### config.mk
export PLATFORM = sky130hd
export DESIGN_NAME = gba_cart_host_flat
export DESIGN_NICKNAME = d
export VERILOG_FILES = /design/src/rtl/gba_cart_host_if.sv /design/src/rtl/gba_cart_host.sv /design/src/flat_wrapper.sv
export SDC_FILE = /design/constraint.sdc
export NUM_CORES = 1
export LEC_CHECK = 0
export BUFFER_PORTS_ARGS = -buffer_cell sky130_fd_sc_hd__buf_4
export CORE_ASPECT_RATIO = 0.6
export CORE_MARGIN = 2
export CORE_UTILIZATION = 45
export DETAILED_ROUTE_END_ITERATION = 7
export PLACE_DENSITY = 0.85
export SETUP_SLACK_MARGIN = 0.4
export SLEW_MARGIN = 25
export SYNTH_ARGS = -nofsm -noshare
export SYNTH_HDL_FRONTEND = slang
export SYNTH_SLANG_ARGS = --single-unit
### constraint.sdc
create_clock -name clock -period 2.28 [get_ports clock]
set_clock_uncertainty 0.05 [all_clocks]
set_input_delay 0 -clock clock [delete_from_list [all_inputs] [get_ports clock]]
set_output_delay 0 -clock clock [all_outputs]
set_load 0.005 [all_outputs]
### src/rtl/gba_cart_host_if.sv
// Bundle of command, data and Game Pak bus signals for the cartridge bus initiator.
// The master modport is the initiator's view; slave is the environment's.
interface gba_cart_host_if;
  // Command: accepted on the edge where cmd_valid and cmd_ready are both high.
  // Write data: wdata is taken on the edge that enters a write strobe while
  // wdata_valid is high; wdata_ready pulses in the following cycle.
  // The caller holds wdata until it sees that pulse.
  logic        cmd_valid;
  logic        cmd_ready;
  logic        cmd_write;
  logic [23:0] cmd_addr;
  logic [7:0]  cmd_len;
  logic [15:0] wdata;
  logic        wdata_valid;
  logic        wdata_ready;
  logic [15:0] rdata;
  logic        rdata_valid;
  logic        busy;
  logic        bus_nCS;
  logic        bus_nRD;
  logic        bus_nWR;
  logic        bus_nCS2;
  logic [15:0] bus_AD_out;
  logic        bus_AD_oe;
  logic [15:0] bus_AD_in;
  logic [7:0]  bus_A_out;
  logic        bus_A_oe;
  logic [2:0]  state_dbg;

  modport master (
    input  cmd_valid, cmd_write, cmd_addr, cmd_len, wdata, wdata_valid, bus_AD_in,
    output cmd_ready, wdata_ready, rdata, rdata_valid, busy,
    output bus_nCS, bus_nRD, bus_nWR, bus_nCS2, bus_AD_out, bus_AD_oe,
    output bus_A_out, bus_A_oe, state_dbg
  );

  modport slave (
    output cmd_valid, cmd_write, cmd_addr, cmd_len, wdata, wdata_valid, bus_AD_in,
    input  cmd_ready, wdata_ready, rdata, rdata_valid, busy,
    input  bus_nCS, bus_nRD, bus_nWR, bus_nCS2, bus_AD_out, bus_AD_oe,
    input  bus_A_out, bus_A_oe, state_dbg
  );
endinterface

### src/rtl/gba_cart_host.sv
// GBA Game Pak ROM-space bus initiator: address setup and latch on nCS, then a
// burst of nRD or nWR strobes relying on the cartridge's address auto-increment.
module gba_cart_host #(
  parameter int T_SETUP = 2,
  parameter int T_LOW   = 4,
  parameter int T_HIGH  = 2
) (
  input logic clock,
  input logic reset,
  gba_cart_host_if.master bus
);

  localparam logic [2:0] S_IDLE    = 3'd0;
  localparam logic [2:0] S_SETUP   = 3'd1;
  localparam logic [2:0] S_LATCH   = 3'd2;
  localparam logic [2:0] S_WDWAIT  = 3'd3;
  localparam logic [2:0] S_STROBE  = 3'd4;
  localparam logic [2:0] S_RECOVER = 3'd5;
  localparam logic [2:0] S_DONE    = 3'd6;

  localparam logic [3:0] SETUP_LD = 4'(T_SETUP - 1);
  localparam logic [3:0] LOW_LD   = 4'(T_LOW - 1);
  localparam logic [3:0] HIGH_LD  = 4'(T_HIGH - 1);

  logic [2:0]  state;
  logic [3:0]  phase;
  logic [8:0]  beats;
  logic        wr;
  logic [15:0] ad_q;
  logic [7:0]  a_q;
  logic [15:0] rdata_q;
  logic        rvalid_q;
  logic        wready_q;

  always_ff @(posedge clock) begin
    if (reset) begin
      state    <= S_IDLE;
      phase    <= 4'd0;
      beats    <= 9'd0;
      wr       <= 1'b0;
      ad_q     <= 16'd0;
      a_q      <= 8'd0;
      rdata_q  <= 16'd0;
      rvalid_q <= 1'b0;
      wready_q <= 1'b0;
    end else begin
      rvalid_q <= 1'b0;
      wready_q <= 1'b0;
      case (state)
        S_IDLE: begin
          if (bus.cmd_valid) begin
            state <= S_SETUP;
            phase <= SETUP_LD;
            wr    <= bus.cmd_write;
            ad_q  <= bus.cmd_addr[15:0];
            a_q   <= bus.cmd_addr[23:16];
            beats <= {1'b0, bus.cmd_len} + 9'd1;
          end
        end
        S_SETUP: begin
          if (phase == 4'd0) begin
            state <= S_LATCH;
            phase <= SETUP_LD;
          end else begin
            phase <= phase - 4'd1;
          end
        end
        S_LATCH: begin
          if (phase != 4'd0) begin
            phase <= phase - 4'd1;
          end else if (!wr) begin
            state <= S_STROBE;
            phase <= LOW_LD;
          end else if (bus.wdata_valid) begin
            state    <= S_STROBE;
            phase    <= LOW_LD;
            ad_q     <= bus.wdata;
            wready_q <= 1'b1;
          end else begin
            state <= S_WDWAIT;
          end
        end
        S_WDWAIT: begin
          if (bus.wdata_valid) begin
            state    <= S_STROBE;
            phase    <= LOW_LD;
            ad_q     <= bus.wdata;
            wready_q <= 1'b1;
          end
        end
        S_STROBE: begin
          // The read sample is taken at the end of the low phase, when the
          // cartridge has had the longest time to drive AD.
          if (phase == 4'd0) begin
            state <= S_RECOVER;
            phase <= HIGH_LD;
            beats <= beats - 9'd1;
            if (!wr) begin
              rdata_q  <= bus.bus_AD_in;
              rvalid_q <= 1'b1;
            end
          end else begin
            phase <= phase - 4'd1;
          end
        end
        S_RECOVER: begin
          if (phase != 4'd0) begin
            phase <= phase - 4'd1;
          end else if (beats == 9'd0) begin
            state <= S_DONE;
          end else if (!wr) begin
            state <= S_STROBE;
            phase <= LOW_LD;
          end else if (bus.wdata_valid) begin
            state    <= S_STROBE;
            phase    <= LOW_LD;
            ad_q     <= bus.wdata;
            wready_q <= 1'b1;
          end else begin
            state <= S_WDWAIT;
          end
        end
        S_DONE:  state <= S_IDLE;
        default: state <= S_IDLE;
      endcase
    end
  end

  // Strobes and enables are decoded from the registered state so they never
  // glitch and cannot fall while nCS is high.
  logic in_cs;
  assign in_cs = (state == S_LATCH) || (state == S_WDWAIT) ||
                 (state == S_STROBE) || (state == S_RECOVER);

  assign bus.cmd_ready   = (state == S_IDLE);
  assign bus.busy        = (state != S_IDLE);
  assign bus.bus_nCS     = !in_cs;
  assign bus.bus_nRD     = !((state == S_STROBE) && !wr);
  assign bus.bus_nWR     = !((state == S_STROBE) && wr);
  assign bus.bus_nCS2    = 1'b1;
  assign bus.bus_AD_out  = ad_q;
  assign bus.bus_A_out   = a_q;
  assign bus.bus_A_oe    = (state == S_SETUP) || in_cs;
  assign bus.bus_AD_oe   = (state == S_SETUP) || (state == S_LATCH) || (state == S_WDWAIT) ||
                           (wr && ((state == S_STROBE) || (state == S_RECOVER)));
  assign bus.rdata       = rdata_q;
  assign bus.rdata_valid = rvalid_q;
  assign bus.wdata_ready = wready_q;
  assign bus.state_dbg   = state;

endmodule

### src/flat_wrapper.sv
// flat-port wrapper written by rule: the top's interface ports become plain ports
module gba_cart_host_flat 
#(
  parameter int T_SETUP = 2,
  parameter int T_LOW   = 4,
  parameter int T_HIGH  = 2
)
  (clock, reset, bus_cmd_valid, bus_cmd_write, bus_cmd_addr, bus_cmd_len, bus_wdata, bus_wdata_valid, bus_bus_AD_in, bus_cmd_ready, bus_wdata_ready, bus_rdata, bus_rdata_valid, bus_busy, bus_bus_nCS, bus_bus_nRD, bus_bus_nWR, bus_bus_nCS2, bus_bus_AD_out, bus_bus_AD_oe, bus_bus_A_out, bus_bus_A_oe, bus_state_dbg);
  gba_cart_host_if bus_i ();
  input logic clock;
  input logic reset;
  input wire logic [$bits(bus_i.cmd_valid)-1:0] bus_cmd_valid;
  input wire logic [$bits(bus_i.cmd_write)-1:0] bus_cmd_write;
  input wire logic [$bits(bus_i.cmd_addr)-1:0] bus_cmd_addr;
  input wire logic [$bits(bus_i.cmd_len)-1:0] bus_cmd_len;
  input wire logic [$bits(bus_i.wdata)-1:0] bus_wdata;
  input wire logic [$bits(bus_i.wdata_valid)-1:0] bus_wdata_valid;
  input wire logic [$bits(bus_i.bus_AD_in)-1:0] bus_bus_AD_in;
  output wire logic [$bits(bus_i.cmd_ready)-1:0] bus_cmd_ready;
  output wire logic [$bits(bus_i.wdata_ready)-1:0] bus_wdata_ready;
  output wire logic [$bits(bus_i.rdata)-1:0] bus_rdata;
  output wire logic [$bits(bus_i.rdata_valid)-1:0] bus_rdata_valid;
  output wire logic [$bits(bus_i.busy)-1:0] bus_busy;
  output wire logic [$bits(bus_i.bus_nCS)-1:0] bus_bus_nCS;
  output wire logic [$bits(bus_i.bus_nRD)-1:0] bus_bus_nRD;
  output wire logic [$bits(bus_i.bus_nWR)-1:0] bus_bus_nWR;
  output wire logic [$bits(bus_i.bus_nCS2)-1:0] bus_bus_nCS2;
  output wire logic [$bits(bus_i.bus_AD_out)-1:0] bus_bus_AD_out;
  output wire logic [$bits(bus_i.bus_AD_oe)-1:0] bus_bus_AD_oe;
  output wire logic [$bits(bus_i.bus_A_out)-1:0] bus_bus_A_out;
  output wire logic [$bits(bus_i.bus_A_oe)-1:0] bus_bus_A_oe;
  output wire logic [$bits(bus_i.state_dbg)-1:0] bus_state_dbg;
  assign bus_i.cmd_valid = bus_cmd_valid;
  assign bus_i.cmd_write = bus_cmd_write;
  assign bus_i.cmd_addr = bus_cmd_addr;
  assign bus_i.cmd_len = bus_cmd_len;
  assign bus_i.wdata = bus_wdata;
  assign bus_i.wdata_valid = bus_wdata_valid;
  assign bus_i.bus_AD_in = bus_bus_AD_in;
  assign bus_cmd_ready = bus_i.cmd_ready;
  assign bus_wdata_ready = bus_i.wdata_ready;
  assign bus_rdata = bus_i.rdata;
  assign bus_rdata_valid = bus_i.rdata_valid;
  assign bus_busy = bus_i.busy;
  assign bus_bus_nCS = bus_i.bus_nCS;
  assign bus_bus_nRD = bus_i.bus_nRD;
  assign bus_bus_nWR = bus_i.bus_nWR;
  assign bus_bus_nCS2 = bus_i.bus_nCS2;
  assign bus_bus_AD_out = bus_i.bus_AD_out;
  assign bus_bus_AD_oe = bus_i.bus_AD_oe;
  assign bus_bus_A_out = bus_i.bus_A_out;
  assign bus_bus_A_oe = bus_i.bus_A_oe;
  assign bus_state_dbg = bus_i.state_dbg;
  gba_cart_host #(.T_SETUP(T_SETUP), .T_LOW(T_LOW), .T_HIGH(T_HIGH)) u_core (.clock(clock), .reset(reset), .bus(bus_i));
endmodule
# --- Word level (Yosys, flattened, before mapping) ---
# Cells that the tools add are included.
word_totals:
  reg_bits: 59
  input_bits: 69
  out_inout_bits: 53
  elab_cells: 94
classes:
  add_sub_neg: 3
  n_reduce_logical: 31
  n_bitwise: 3
  muxes: 35
  eq_ne: 13
op_table:
  columns: ["cell", "count"]
  rows:
  - ["16-bit 2-to-1 mux", 6]
  - ["16-bit one-hot mux with 4 select lines", 1]
  - ["4-bit 2-to-1 mux", 7]
  - ["3-bit 2-to-1 mux", 9]
  - ["4-bit one-hot mux with 5 select lines", 1]
  - ["9-bit 2-to-1 mux", 2]
  - ["3-bit one-hot mux with 6 select lines", 1]
  - ["9-bit one-hot mux with 2 select lines", 1]
  - ["2-bit inequality test (second input constant)", 5]
  - ["8-bit by 1-bit adder with 9-bit output (second input constant)", 1]
  - ["9-bit logical NOT", 1]
  - ["3-bit AND reduction", 3]
  - ["9-bit by 1-bit subtractor with 9-bit output (second input constant)", 1]
  - ["1-bit logical OR", 8]
  - ["4-bit nonzero test", 2]
  - ["3-bit by 2-bit equality test with 1-bit output (second input constant)", 2]
  - ["3-bit equality test (second input constant)", 2]
  - ["1-bit 2-to-1 mux", 6]
  - ["6-bit AND reduction", 1]
  - ["5-bit AND reduction", 1]
  - ["5-bit nonzero test", 1]
  - ["1-bit logical NOT", 4]
  - ["4-bit logical NOT", 1]
  - ["2-bit by 1-bit inequality test with 1-bit output (second input constant)", 2]
  - ["other kinds (12)", 16]

# --- Logic depth before layout (Yosys ltp) ---
# Gate-level depths: netlist (run 1).
logic_depth:
  depth_word: 5
  ltp_mapped: 9
  depth_no_buf: 7

# --- Worst setup path after synthesis (run 1) ---
# Ideal clock, no wire load.
synth_path:
  path_type: "reg-to-reg"
  start: "reg u_core.phase[0]"
  end: "reg u_core.rdata_q[10], in the netlist u_core.bus.rdata[10]"
  synth_period_minus_slack_ns: 1.889
  n_path_buf: 2
  required_ns: 2.098
  path_stages_with_launch: 10
  path_slack_ns: 0.391
  setup_ns: 0.132
  arrival_ns: 1.707
  path_cell_list: "dfxtp_1 > inv_1 > ha_1 > or3b_1 > buf_2 > nor2_1 > nand2_1 > buf_2 > nand2_1 > a21oi_1"
synth_between:
  elab_chain_len: 2
synth_lines:
  columns: ["item", "line", "rtl"]
  rows:
  - ["start, declared", "gba_cart_host.sv:26", "logic [3:0] phase;"]
  - ["start signal, assigned", "gba_cart_host.sv:65", "phase <= phase - 4'd1;"]
  - ["start signal, assigned", "gba_cart_host.sv:70", "phase <= phase - 4'd1;"]
  - ["start signal, assigned", "gba_cart_host.sv:103", "phase <= phase - 4'd1;"]
  - ["4-bit logical NOT", "gba_cart_host.sv:94", "if (phase == 4'd0) begin"]
  - ["3-bit AND reduction (no line)", null, null]
  - ["end signal, assigned", "gba_cart_host.sv:99", "rdata_q <= bus.bus_AD_in;"]
  - ["end, declared", "gba_cart_host.sv:31", "logic [15:0] rdata_q;"]
# No other way between the ends.
# A chain may end at the register's enable or synchronous reset.

# --- Worst setup path in the final report (run 1) ---
layout_path:
  start: "reg u_core.beats[1]"
  end: "reg u_core.phase[3]"
layout_between:
  elab_chain_len: 3
layout_lines:
  columns: ["item", "line", "rtl"]
  rows:
  - ["start, declared", "gba_cart_host.sv:27", "logic [8:0] beats;"]
  - ["start signal, assigned", "gba_cart_host.sv:57", "beats <= {1'b0, bus.cmd_len} + 9'd1;"]
  - ["start signal, assigned", "gba_cart_host.sv:97", "beats <= beats - 9'd1;"]
  - ["9-bit logical NOT", "gba_cart_host.sv:109", "end else if (beats == 9'd0) begin"]
  - ["3-bit by 2-bit inequality test with 1-bit output (no line)", null, null]
  - ["3-bit AND reduction (no line)", null, null]
  - ["end signal, assigned", "gba_cart_host.sv:70", null]
  - ["end signal, assigned", "gba_cart_host.sv:103", null]
  - ["end signal, assigned", "gba_cart_host.sv:108", "phase <= phase - 4'd1;"]
# No other way between the ends.

==> Flow_metrics.wiki, run 1 <==
{| class="wikitable"
! Metric !! Value
|-
| Netlist area before placement || 3301 sq um
|-
| Initial core utilization || 45.99%
|-
| Share of the yosys chip area belonging to registers || 35.78%
|-
| EDFF count, synth || 0
|-
| I/O Pins || 122
|-
| Worst hold path type || in2reg
|-
| Filler Cells Inserted || 385
|-
| Die width || 114.6 um
|-
| Max-capacitance violation count || 0
|-
| Share of final-layout standard cells stronger than drive strength 1 || 39.74%
|-
| Count of endpoints failing setup in the final report || 0
|-
| Total core area || 7177 sq um
|-
| Unrepaired setup endpoints after global routing || yes
|-
| Max Clk Rate || 0.4624 GHz
|-
| Synth warnings || 0
|-
| Tot GR Track Use || 35.47%
|-
| Clock tree from TritonCTS || yes
|-
| Total Routed Length || 16.31 mm
|-
| Slew HR || 54.57%
|-
| Startpoint Class || flip-flop
|-
| Vias after detailed routing || 4541
|-
| Post-synthesis register bit count || 59
|-
| Fraction of registers with async set or reset after synthesis || 0%
|-
| Routed length per placed instance || 22.97 um
|-
| P per Cell Area || 1373 nW/um^2
|-
| Routability-driven placement congestion ratio || 0.9684
|-
| Tmin final || 2162 ps
|-
| Measured slew at the worst slew-check pin || 675.8 ps
|-
| Endpoint required time on the critical path || 2450 ps
|-
| Worst vdd ir || 0.8874 mV
|-
| Non-Filler Instances || 710
|-
| Sum of net half-perimeters after detailed placement || 7.376 mm
|-
| Die height || 70.34 um
|-
| Final routed DRC violation total || 2
|-
| Via count normalized by instance count || 6.396
|-
| Number of global-route vias before repair || 4264
|-
| Number of hold-slack violations in the final timing report || 0
|-
| Worst Setup End Kind || flip-flop
|-
| Root Driver || sky130_fd_sc_hd__clkbuf_16
|-
| Failing checks || design-rule violations
|-
| Remaining number of nets flagged by the antenna check after routing || 0
|-
| Clock buffer count from CTS || 9
|-
| Port Buffer Count || 120
|-
| Antenna diode instance count || 0
|-
| Row Count || 24
|-
| Number of levels the H-tree was split into || 3
|-
| Initial detailed-routing violation count || 681
|-
| Top flip-flop cell by instance count after synthesis || sky130_fd_sc_hd__dfxtp_1
|-
| Area added between synthesis and finish || 69.52%
|-
| DRT Pass-1 Iters || 8
|-
| Clock latency reported for the late side of the worst-skew pair || 330 ps
|-
| Number of buffers on the longest clock path || 2
|-
| Hold path cells || 3
|-
| Outcome || finished with violations
|-
| Remaining global-route overflow || 0
|-
| Design Area, Final || 5595 sq um
|-
| Multi-input combinational cell area || 2097 sq um
|-
| Post-synth cell types || 69
|-
| Post-synthesis net count || 491
|-
| Share of the cycle needed by the critical path after routing || 94.84%
|-
| Cell count after synthesis || 419
|-
| Critical Path AT || 2330 ps
|-
| Static leakage || 2.307 nW
|-
| Max Fanout on Critical Path || 4
|-
| Total number of nets in the final design || 686
|-
| Total clock sinks || 59
|-
| Critical path type || reg2reg
|-
| Path depth of the worst reg2reg path || 7
|-
| Setup tns final || 0 ps
|-
| Post-Synthesis Mean Instance Area || 7.877 sq um
|-
| Final Max Tran Viols || 0
|-
| Instance count after placement with tap cells included || 616
|-
| Wire length of the first global-routing pass || 22.23 mm
|-
| Clock slew at the register clock pins of the worst setup and hold paths || 60 ps
|-
| Initial antenna violation count || 0
|-
| Cell Area, Placed || 4304 sq um
|-
| Pin count of the biggest net entering global routing || 41
|-
| Overall die area || 8059 sq um
|-
| Minimum setup slack among reg-to-reg paths || 120 ps
|-
| FF+latch area || 1192 sq um
|}
==> cells by family after synthesis <==
group,synth area share [%]
multiplexers,0.3033
XOR/XNOR,1.858
adder cells (fa/ha/maj),1.137
buffers and inverters,5.989
AO/OA/AOI/OAI,26.20
flip-flops,35.78
other,0.1136
AND/OR/NAND/NOR,28.62
==> cells in the final DEF, fill, tap and decap left out, types with 6 or more instances in the layout <==
cell type	instances
sky130_fd_sc_hd__a21oi_1	44
sky130_fd_sc_hd__a311oi_2	16
sky130_fd_sc_hd__buf_4	149
sky130_fd_sc_hd__clkbuf_16	11
sky130_fd_sc_hd__dfxtp_1	54
sky130_fd_sc_hd__dlygate4sd3_1	60
sky130_fd_sc_hd__inv_1	6
sky130_fd_sc_hd__nand2_1	80
sky130_fd_sc_hd__nand3_1	22
sky130_fd_sc_hd__nor2_1	24
sky130_fd_sc_hd__nor2_2	12
sky130_fd_sc_hd__nor2_4	6
sky130_fd_sc_hd__o21ai_0	8
sky130_fd_sc_hd__xnor2_1	6
==> where the power goes <==
group	switching, mW	internal, mW
Sequential	0.349	1.33
Clock	0.548	0.777
Combinational	2.56	2.13
Total	3.46	4.23
==> worst paths after layout <==
path | startpoint | endpoint
worst max-delay path | u_core.beats[1] | u_core.phase[3]
worst min-delay path | bus_cmd_valid | u_core.bus.state_dbg[1]
worst max register to register | u_core.beats[1] | u_core.phase[3]
worst min register to register | u_core.bus.rdata[13] | u_core.bus.rdata[13]
==> worst max-delay path, cell delays in order, from the launching register on <==
cell	delay (ps)
sky130_fd_sc_hd__dfxtp_2	320
sky130_fd_sc_hd__inv_2	80
sky130_fd_sc_hd__ha_4	150
sky130_fd_sc_hd__or4b_4	510
sky130_fd_sc_hd__buf_6	150
sky130_fd_sc_hd__nor3_4	280
sky130_fd_sc_hd__a221oi_4	140
sky130_fd_sc_hd__a311oi_1	350
==> layout make-up <==
class | instances | share of cell area, %
clock buffers | 10 | 4.271
repair buffers | 217 | 33.27
flip-flops and latches | 59 | 21.31
clock inverters | 6 | 0.8497
well taps | 91 | 2.035
inverters | 11 | 0.7826
multi-input cells | 316 | 37.48
==> flip-flops by register name, indices dropped and copies added (netlist names) <==
name / flops
u_core.bus.bus_AD_out: 16
u_core.bus.rdata: 16
u_core.beats: 9
u_core.bus.bus_A_out: 8
u_core.phase: 4
u_core.bus.state_dbg: 3
u_core.bus.rdata_valid: 1
u_core.bus.wdata_ready: 1
u_core.wr: 1
==> cells in the mapped netlist (2+ instances only) <==
cell type / number / area share (%)
sky130_fd_sc_hd__a211oi_1: 5 / 1.1
sky130_fd_sc_hd__a211oi_2: 2 / 0.76
sky130_fd_sc_hd__a21oi_1: 45 / 6.8
sky130_fd_sc_hd__a221oi_1: 3 / 0.80
sky130_fd_sc_hd__a311oi_2: 16 / 7.3
sky130_fd_sc_hd__a32oi_1: 3 / 0.80
sky130_fd_sc_hd__buf_2: 11 / 1.7
sky130_fd_sc_hd__buf_4: 5 / 1.1
sky130_fd_sc_hd__clkbuf_1: 16 / 1.8
sky130_fd_sc_hd__dfxtp_1: 59 / 36
sky130_fd_sc_hd__ha_1: 3 / 1.1
sky130_fd_sc_hd__inv_1: 10 / 1.1
sky130_fd_sc_hd__nand2_1: 82 / 9.3
sky130_fd_sc_hd__nand2b_1: 4 / 0.76
sky130_fd_sc_hd__nand3_1: 22 / 3.3
sky130_fd_sc_hd__nand3b_1: 3 / 0.68
sky130_fd_sc_hd__nand4_1: 4 / 0.76
sky130_fd_sc_hd__nor2_1: 41 / 4.7
sky130_fd_sc_hd__nor2b_1: 4 / 0.76
sky130_fd_sc_hd__nor3_1: 4 / 0.61
sky130_fd_sc_hd__nor3b_2: 2 / 0.76
sky130_fd_sc_hd__nor4_2: 2 / 0.76
sky130_fd_sc_hd__nor4bb_1: 2 / 0.61
sky130_fd_sc_hd__o211ai_1: 2 / 0.45
sky130_fd_sc_hd__o21ai_0: 8 / 1.2
sky130_fd_sc_hd__o21ai_1: 6 / 0.91
sky130_fd_sc_hd__o22ai_1: 5 / 0.95
sky130_fd_sc_hd__o41ai_1: 2 / 0.53
sky130_fd_sc_hd__or3_1: 3 / 0.57
sky130_fd_sc_hd__xnor2_1: 6 / 1.6
==> metrics by stage <==
stage | utilization (%) | power (mW) | setup WS (ps) | hold slack [ps]
after global placement | 59.97 | 4.623 | 255.8 | 197.3
after global routing | 77.96 | 7.888 | 64.97 | 45.54
final | 77.96 | 7.685 | 117.6 | 29.77
after detailed placement | 59.97 | 4.739 | 188.7 | 207.9
after floorplan | - | 3.643 | 416.9 | 85.97
after CTS | 75.58 | 6.736 | 341.0 | 18.75
==> timing repair <==
| item | CTS | global route |
|---|---|---|
| endpoints found under the hold margin | 44 | 0 |
| setup endpoints to repair | 48 | 48 |
| gates resized for setup | 42 | 19 |
| cloned | 1 | 2 |
| hold buffers | 60 | 0 |
| setup buffers | 8 | 7 |
| pin swaps | 12 | 4 |
==> per-layer routing <==
layer  track usage (%)  vias to the layer above  part of all wire, %
li1                  -                     1896                    -
met5                 0                        -                    0
met1             42.06                     2069                   36
met2             60.42                      427                   44
met3             11.28                      149                   12
met4             12.33                        0                  8.0
Power figures use the tool's default switching activity.
==> run 2, diff against run 1 <==
CELL_PAD_IN_SITES_DETAIL_PLACEMENT = 0   (was default)
CELL_PAD_IN_SITES_GLOBAL_PLACEMENT = 1   (was default)
CORE_UTILIZATION = 35   (was 45)
CTS_BUF_LIST = sky130_fd_sc_hd__clkbuf_16   (was default)
PLACE_DENSITY = 0.91   (was 0.85)
==> run 2 against run 1 <==
Net effect: the run ends with negative hold slack left; first-iteration DRC count fell by 57%; worst setup slack better by 120 ps; clock-buffer cell count decreased by 1; critical path depth up 2; sequential share of layout area shrank 0.36 points; register-to-register slack better by 120 ps; cell count grew 5.8%; utilization is 16 points lower; die area grew 27%; critical endpoint is now u_core.bus.state_dbg[1].
==> Flow_metrics.wiki, run 2 (synthesized netlist as in run 1, its figures left out) <==
{| class="wikitable"
! Metric !! Value
|-
| Die height || 79.22 um
|-
| Clock tree from TritonCTS || yes
|-
| Critical path type || reg2reg
|-
| Most frequent standard cell in the layout excluding fill and tap cells || sky130_fd_sc_hd__buf_4
|-
| P per Cell Area || 1293 nW/um^2
|-
| Leading cell types in the layout, fill and taps excluded || 154 x sky130_fd_sc_hd__buf_4, 79 x sky130_fd_sc_hd__nand2_1, 59 x sky130_fd_sc_hd__dlygate4sd3_1
|-
| Remaining number of nets flagged by the antenna check after routing || 0
|-
| Port Buffer Count || 120
|-
| Worst hold path type || in2reg
|-
| Number of hold-slack violations in the final timing report || 1
|-
| Endpoint required time on the critical path || 2480 ps
|-
| Routed length per placed instance || 16.71 um
|-
| Wire length of the first global-routing pass || 19.95 mm
|-
| Remaining global-route overflow || 0
|-
| Total core area || 9155 sq um
|-
| Final routed DRC violation total || 0
|-
| Max-capacitance violation count || 0
|-
| Clock slew at the register clock pins of the worst setup and hold paths || 50 ps
|-
| Setup tns final || 0 ps
|-
| Share of final-layout standard cells stronger than drive strength 1 || 40.58%
|-
| Critical Path AT || 2240 ps
|-
| Worst Setup End Kind || flip-flop
|-
| FF+latch area || 1192 sq um
|-
| Initial detailed-routing violation count || 293
|-
| Initial core utilization || 36.05%
|-
| DRT Pass-1 Iters || 7
|-
| Max Fanout on Critical Path || 3
|-
| Routability-driven placement congestion ratio || 0.8654
|-
| Initial antenna violation count || 0
|-
| Unrepaired setup endpoints after global routing || yes
|-
| Core occupancy in the finished layout || 62.17%
|-
| Pin count of the biggest net entering global routing || 42
|-
| Overall die area || 10250 sq um
|-
| Number of global-route vias before repair || 4022
|-
| Non-Filler Instances || 751
|-
| Clock latency reported for the late side of the worst-skew pair || 330 ps
|-
| Number of levels the H-tree was split into || 3
|-
| Total number of nets in the final design || 689
|-
| Via count normalized by instance count || 5.329
|-
| Total Routed Length || 12.55 mm
|-
| Total clock sinks || 59
|-
| Clock buffer count from CTS || 9
|-
| Instance count after placement with tap cells included || 656
|-
| Share of the cycle needed by the critical path after routing || 89.47%
|-
| Tot GR Track Use || 24.69%
|-
| Number of buffers on the longest clock path || 2
|-
| Multi-input combinational cell area || 2137 sq um
|-
| Final Total Pwr || 7.360 mW
|-
| Worst hold slack after final layout || -0.08529 ps
|-
| Antenna diode instance count || 0
|-
| Count of endpoints failing setup in the final report || 0
|-
| Outcome || finished with violations
|-
| Worst vdd ir || 0.8722 mV
|-
| Max Clk Rate || 0.4902 GHz
|-
| Filler Cells Inserted || 718
|-
| Startpoint Class || flip-flop
|-
| Row Count || 27
|-
| Die width || 129.4 um
|-
| Sum of net half-perimeters after detailed placement || 7.494 mm
|-
| Vias after detailed routing || 4002
|-
| Final Max Tran Viols || 0
|-
| Tmin final || 2040 ps
|-
| Failing checks || negative hold slack
|-
| Slew HR || 66.79%
|-
| Root Driver || sky130_fd_sc_hd__clkbuf_16
|-
| Area added between synthesis and finish || 72.44%
|-
| Measured slew at the worst slew-check pin || 494.0 ps
|-
| Static leakage || 2.339 nW
|-
| I/O Pins || 122
|}
==> run 2: cell types whose count changed in the layout (fill, tap and decap cells not counted), moves of 2 or more <==
cell                        before  now
sky130_fd_sc_hd__o21ai_0         8    6
sky130_fd_sc_hd__inv_1           6    8
sky130_fd_sc_hd__nor2_4          6    9
sky130_fd_sc_hd__dfxtp_2         3    6
sky130_fd_sc_hd__inv_6           3    0
sky130_fd_sc_hd__dfxtp_1        54   52
sky130_fd_sc_hd__clkbuf_16      11    9
sky130_fd_sc_hd__a221oi_2        0    2
sky130_fd_sc_hd__buf_4         149  154
sky130_fd_sc_hd__clkinv_1        0    2
sky130_fd_sc_hd__buf_16          1    3
sky130_fd_sc_hd__nor2_2         12    8
==> run 2: power by group <==
part	total [mW]	leakage, nW	internal (mW)	switching (mW)
Clock	1.27	0.143	0.820	0.449
Combinational	4.47	1.71	2.20	2.27
Sequential	1.63	0.486	1.33	0.297
Total	7.36	2.34	4.35	3.01
==> run 2: final cells by class <==
cell class	count	share of cell area (%)
Tap cell	130	2.858
Sequential cell	59	20.95
Clock buffer	9	3.957
Timing Repair Buffer	220	33.08
Inverter	11	0.7254
Clock inverter	6	0.8793
Multi-Input combinational cell	316	37.55
==> run 2: repair_timing <==
action                     in CTS  in global routing
gates cloned                    3                  0
resized for setup              44                 25
setup endpoints to repair      44                 44
setup buffers                  15                  3
hold endpoints to repair       43                  0
pin swaps                      12                  6
hold buffers                   59                  0
==> run 2: stage by stage <==
stage	instance area [sq um]	setup WS (ps)
4_1_cts	5567	320.6
6_report	5692	240.1
2_1_floorplan	3303	416.9
3_5_place_dp	4373	132.7
5_1_grt	5692	190.4
3_3_place_gp	4373	236.2
==> run 2: metal layers <==
layer	global-route usage [%]	share of wire, %	vias up
met2	41.11	48	196
met3	7.817	9.7	17
met1	30.60	41	1898
met4	7.500	1.2	0
li1	-	-	1891
met5	0	0	-
==> run 2: worst paths after layout <==
kind | startpoint | end | slack, ps | depth (start not counted)
max | u_core.beats[1] | u_core.bus.state_dbg[1] | 240 | 9
max reg2reg | u_core.beats[1] | u_core.bus.state_dbg[1] | 240 | 9
min | bus_cmd_valid | u_core.bus.state_dbg[1] | -0.09 | 3
min reg2reg | u_core.bus.bus_A_out[4] | u_core.bus.bus_A_out[4] | 410 | 2
==> run 2: worst max-delay path, stage by stage, from the launching register on <==
cell	delay, ps
sky130_fd_sc_hd__dfxtp_2	320
sky130_fd_sc_hd__inv_2	80
sky130_fd_sc_hd__ha_4	140
sky130_fd_sc_hd__or4b_4	490
sky130_fd_sc_hd__buf_6	140
sky130_fd_sc_hd__nor3_4	200
sky130_fd_sc_hd__buf_4	160
sky130_fd_sc_hd__buf_6	100
sky130_fd_sc_hd__o21ai_2	60
sky130_fd_sc_hd__a211oi_2	210
